===== config.mk =====
export PLATFORM = sky130hd
export DESIGN_NAME = sram_arbiter
export DESIGN_NICKNAME = d
export VERILOG_FILES = /design/src/rtl/sram_arbiter.sv
export SDC_FILE = /design/constraint.sdc
export NUM_CORES = 1
export LEC_CHECK = 0
export BUFFER_PORTS_ARGS = -buffer_cell sky130_fd_sc_hd__buf_2
export CORE_AREA = 2 2 112 114
export DETAILED_ROUTE_END_ITERATION = 7
export DIE_AREA = 0 0 114 116
export PLACE_DENSITY = 0.49
export SLEW_MARGIN = 20
export SYNTH_ARGS = -nofsm -noshare
export SYNTH_HDL_FRONTEND = slang
export SYNTH_SLANG_ARGS = --single-unit

===== constraint.sdc =====
create_clock -name clk -period 5.9 [get_ports clk]
set_clock_uncertainty 0.1 [all_clocks]
set_input_delay 0.59 -clock clk [delete_from_list [all_inputs] [get_ports clk]]
set_output_delay 0.59 -clock clk [all_outputs]
set_load 0.02 [all_outputs]

===== src/rtl/sram_arbiter.sv =====
// Two-master SRAM-like port arbiter: instruction fetch and data ports share
// one downstream port. Data wins in IDLE; a granted requester keeps the port
// until its request is accepted or withdrawn. A 1-bit owner FIFO records who
// issued each in-flight transaction so in-order responses route back.
module sram_arbiter #(
  parameter int DEPTH = 4
) (
  input  logic                       clk,
  input  logic                       reset,
  // instruction fetch port
  input  logic                       inst_req,
  input  logic [31:0]                inst_addr,
  output logic                       inst_addr_ok,
  output logic                       inst_data_ok,
  output logic [31:0]                inst_rdata,
  // data port
  input  logic                       data_req,
  input  logic                       data_wr,
  input  logic [1:0]                 data_size,
  input  logic [3:0]                 data_wstrb,
  input  logic [31:0]                data_addr,
  input  logic [31:0]                data_wdata,
  output logic                       data_addr_ok,
  output logic                       data_data_ok,
  output logic [31:0]                data_rdata,
  // shared downstream port
  output logic                       mem_req,
  output logic                       mem_wr,
  output logic [1:0]                 mem_size,
  output logic [3:0]                 mem_wstrb,
  output logic [31:0]                mem_addr,
  output logic [31:0]                mem_wdata,
  input  logic                       mem_addr_ok,
  input  logic                       mem_data_ok,
  input  logic [31:0]                mem_rdata,
  output logic [$clog2(DEPTH):0]     outstanding_cnt
);

  localparam int AW = $clog2(DEPTH);
  localparam int CW = AW + 1;
  localparam logic [CW-1:0] FULL_CNT = CW'(DEPTH);

  typedef enum logic [1:0] {IDLE, HOLD_I, HOLD_D} state_t;

  state_t           state;
  logic [DEPTH-1:0] owner;      // 1 = data, 0 = inst
  logic [AW-1:0]    wr_ptr;
  logic [AW-1:0]    rd_ptr;
  logic [CW-1:0]    cnt;

  logic full;
  logic gnt_i, gnt_d;
  logic push, pop;
  logic head_is_data;

  assign full = (cnt == FULL_CNT);

  // Grant selection: fresh arbitration in IDLE, sticky grant while holding.
  // Reset and a full FIFO suppress any grant so mem_req stays low.
  always_comb begin
    gnt_i = 1'b0;
    gnt_d = 1'b0;
    if (!reset && !full) begin
      case (state)
        IDLE: begin
          if (data_req)      gnt_d = 1'b1;
          else if (inst_req) gnt_i = 1'b1;
        end
        HOLD_D:  gnt_d = data_req;
        HOLD_I:  gnt_i = inst_req;
        default: ;
      endcase
    end
  end

  assign mem_req   = gnt_i | gnt_d;
  assign mem_wr    = gnt_d & data_wr;
  assign mem_size  = gnt_d ? data_size  : 2'd2;
  assign mem_wstrb = gnt_d ? data_wstrb : 4'd0;
  assign mem_addr  = gnt_d ? data_addr  : inst_addr;
  assign mem_wdata = gnt_d ? data_wdata : 32'd0;

  assign inst_addr_ok = mem_addr_ok & gnt_i;
  assign data_addr_ok = mem_addr_ok & gnt_d;

  assign push = mem_req & mem_addr_ok;
  // A response with nothing in flight (e.g. left over from before reset) is dropped.
  assign pop  = !reset & mem_data_ok & (cnt != '0);

  assign head_is_data = owner[rd_ptr];
  assign inst_data_ok = pop & ~head_is_data;
  assign data_data_ok = pop &  head_is_data;
  assign inst_rdata   = mem_rdata;
  assign data_rdata   = mem_rdata;

  assign outstanding_cnt = cnt;

  // Grant FSM: enter HOLD_x when a grant is not accepted, leave on accept or withdraw.
  always_ff @(posedge clk) begin
    if (reset) begin
      state <= IDLE;
    end else begin
      case (state)
        IDLE: begin
          if (gnt_d && !mem_addr_ok)      state <= HOLD_D;
          else if (gnt_i && !mem_addr_ok) state <= HOLD_I;
        end
        HOLD_D:  if (!data_req || push) state <= IDLE;
        HOLD_I:  if (!inst_req || push) state <= IDLE;
        default: state <= IDLE;
      endcase
    end
  end

  // Owner FIFO storage: record the requester of each accepted transaction.
  always_ff @(posedge clk) begin
    if (push) owner[wr_ptr] <= gnt_d;
  end

  // Owner FIFO pointers and occupancy; pointers wrap naturally at DEPTH.
  always_ff @(posedge clk) begin
    if (reset) begin
      wr_ptr <= '0;
      rd_ptr <= '0;
      cnt    <= '0;
    end else begin
      if (push) wr_ptr <= wr_ptr + AW'(1);
      if (pop)  rd_ptr <= rd_ptr + AW'(1);
      case ({push, pop})
        2'b10:   cnt <= cnt + CW'(1);
        2'b01:   cnt <= cnt - CW'(1);
        default: cnt <= cnt;
      endcase
    end
  end

endmodule


==> metrics.csv <==
stage,metric,value,unit
pwr,power-per-cell-area,163,nW/um2
die,fp.dieW,114,um
die,ios,284,
clocking,clk_pin_slew_worst_paths,0.05,ns
sta,finalWorstSetupSlack,3.21,ns
clocking,cts_tree,done,
die,core,11900,um2
pwr,finalPower,420,uW
route,dr.pass1.iters,4,
critical_path,cp_cell_sequence,"buf_2, nand2b_1, nor3_4, buf_4, mux2_2, buf_2",
synthesis,netlist_area,1900,um2
sta,hold_viol,0,
critical_path,cp-start-kind,input pin,
sta,slew_violations,0,
finish,nets,487,
finish,diodes,0,
synthesis,synth_fp_nets,366,
critical_path,crit_top_cell,buf_2,
job,drv_cap,0,
die,placementRows,40,
clocking,clock_latency,0.24,ns
die,dieArea,13200,um2
route,route.detailed.drc,0,
clocking,cts-root-buf,clkbuf_16,
critical_path,path_class,input pin to output pin,
route,routed_via_density,3.76,
die,start_util,0.159,
status,outcome,"finished, final reports clean",
worst_hold_path,hp-class,register to register,
route,wl_per_cell,13.7,um
global_routing,grt_first_pass_wirelength,9.14,mm
worst_hold_path,hold_start,rd_ptr[1],
sta,whs,0.383,ns
critical_path,crit_path_top_delay_cell,mux2_2,
critical_path,startpoint,data_req,
finish,final_cell_mix,"187 x buf_2, 43 x and2_1, 31 x mux2_2",
placement,portBuffers,187,
global_routing,grt_max_degree,46,
die,die_h,116,um
clocking,cts.htree.levels,1,
clocking,cts.path.max_buffers,2,
global_routing,overflow,0,
clocking,numCtsBuffers,3,
critical_path,worstSetupPathDepth,6,
critical_path,crit_buf_inv,3,
critical_path,ff2ff_setup_slack,3.45,ns
finish,utilization,0.216,
route,ant_nets,0,
synthesis,synth.distinct_cells,32,
critical_path,arrival,2.00,ns
critical_path,critPathMaxStageDelay,0.38,ns
finish,drive_gt1_frac,0.681,
synthesis,ys_warn_count,0,
critical_path,critPathCaptureType,output pin,
clocking,cts_repair_resize_count,0,
worst_hold_path,hold_depth,1,
critical_path,cp_data_required_time,5.21,ns
sta,finalCritPeriodShare,0.456,
critical_path,rr_worst_depth,9,
placement,dp_worst_setup_slack,3.20,ns
clocking,cts-hold-fix-buffers,0,
route,dr.first_iter.drc_count,35,
finish,syn_to_final_growth,35.6,%
sta,fin_crit,2.69,ns
clocking,cts_sinks,13,
global_routing,grt_pass1_vias,1673,
critical_path,crit_fanout,30,
global_routing,antenna_found_initial,1,
critical_path,rr_startpoint,outstanding_cnt[2],
clocking,postCtsSetupBuffers,0,
critical_path,critPathTopFamily,buffers and inverters,
sta,fin_tns_setup,0,ns
sta,relSlewSlack,0.691,
route,vias,1829,
route,drt_wl_total,6.67,mm
placement,hpwlAfterDp,5.89,mm
synthesis,ys_ff_latch,13,
pwr,max-vdd-ir-drop,0.0817,mV
global_routing,track_usage,0.0890,
synthesis,syn_inst,219,
synthesis,ys_seq_area_frac,0.158,
sta,rsz0062_at_grt,no,
sta,setup_violations,0,
placement,globalplace.congestion,0.782,
sta,max_freq,372,MHz
finish,final_common_cell,buf_2,
synthesis,syn_avg_cell_area,8.67,um2
pwr,leakage,1.36,nW
sta,worst_pin_slew,0.459,ns
-- path summary, 6_finish.rpt --
kind / end
hold / removal: rd_ptr[1]
setup / recovery: mem_addr[9]
setup reg to reg: outstanding_cnt[2]
hold reg to reg: rd_ptr[1]
-- worst reg2reg max path: stages (launching register included) --
cell	delay, ns
dfxtp_1	0.41
nor3b_4	0.44
a2111oi_4	0.09
inv_2	0.10
ha_1	0.18
inv_1	0.06
fa_1	0.37
xor2_1	0.17
or3_1	0.31
a21oi_1	0.16
-- through the flow --
step	cell area, um2	cells
global placement	2490	482
global route	2570	486
finish	2570	486
floorplan	1900	219
detailed placement	2490	482
CTS	2570	486
-- power breakdown --
part	switching, mW	total [mW]	leakage, nW	internal (mW)
Combinational	0.103	0.187	1.21	0.0844
Sequential	0.00651	0.104	0.110	0.0977
Clock	0.0381	0.128	0.0409	0.0901
Total	0.147	0.420	1.36	0.272
-- cells in the mapped netlist, drive strengths merged --
cell | instances | area share
inv | 8 | 0.016
nor2 | 9 | 0.018
dfxtp | 9 | 0.095
mux4 | 1 | 0.012
nand2 | 4 | 0.0079
xor2 | 2 | 0.0092
and3 | 1 | 0.0033
nor3 | 4 | 0.016
a2111oi | 1 | 0.014
a21oi | 4 | 0.011
buf | 69 | 0.28
a21o | 1 | 0.0040
edfxtp | 4 | 0.063
and2 | 43 | 0.14
mux2i | 3 | 0.016
mux2 | 32 | 0.19
nand2b | 4 | 0.013
or3 | 2 | 0.0066
a211oi | 1 | 0.0040
nor4 | 2 | 0.0066
or3b | 1 | 0.0046
nor3b | 2 | 0.014
clkbuf | 4 | 0.0079
fa | 1 | 0.011
o21ai | 2 | 0.0053
ha | 5 | 0.033
-- flip-flops by register name (all words and copies together) (netlist names) --
register	count
owner	4
wr_ptr	2
outstanding_cnt	3
rd_ptr	2
state	2
-- layout make-up --
class	count	area [um2]
Sequential cell	13	300
Clock inverter	1	5.00
Multi-Input combinational cell	125	1030
Clock buffer	3	75.1
Timing Repair Buffer	189	951
Fill cell	1359	9340
Tap cell	147	184
Inverter	8	30.0
-- kinds of logic after synthesis --
group | share of synthesized area
AO/OA/AOI/OAI | 0.0382
XOR/XNOR | 0.00922
adder cells (fa/ha/maj) | 0.0435
buffers and inverters | 0.300
flip-flops | 0.158
multiplexers | 0.219
AND/OR/NAND/NOR | 0.232
-- metal layers --
| metal | global-route usage | part of all wire | wire length (um) |
|---|---|---|---|
| met1 | 0.121 | 0.43 | 2850 |
| met2 | 0.133 | 0.47 | 3100 |
| met3 | 0.0230 | 0.077 | 515 |
| met4 | 0.0382 | 0.027 | 179 |
| met5 | 0 | 0.0018 | 12 |
Power figures use the tool's default switching activity.
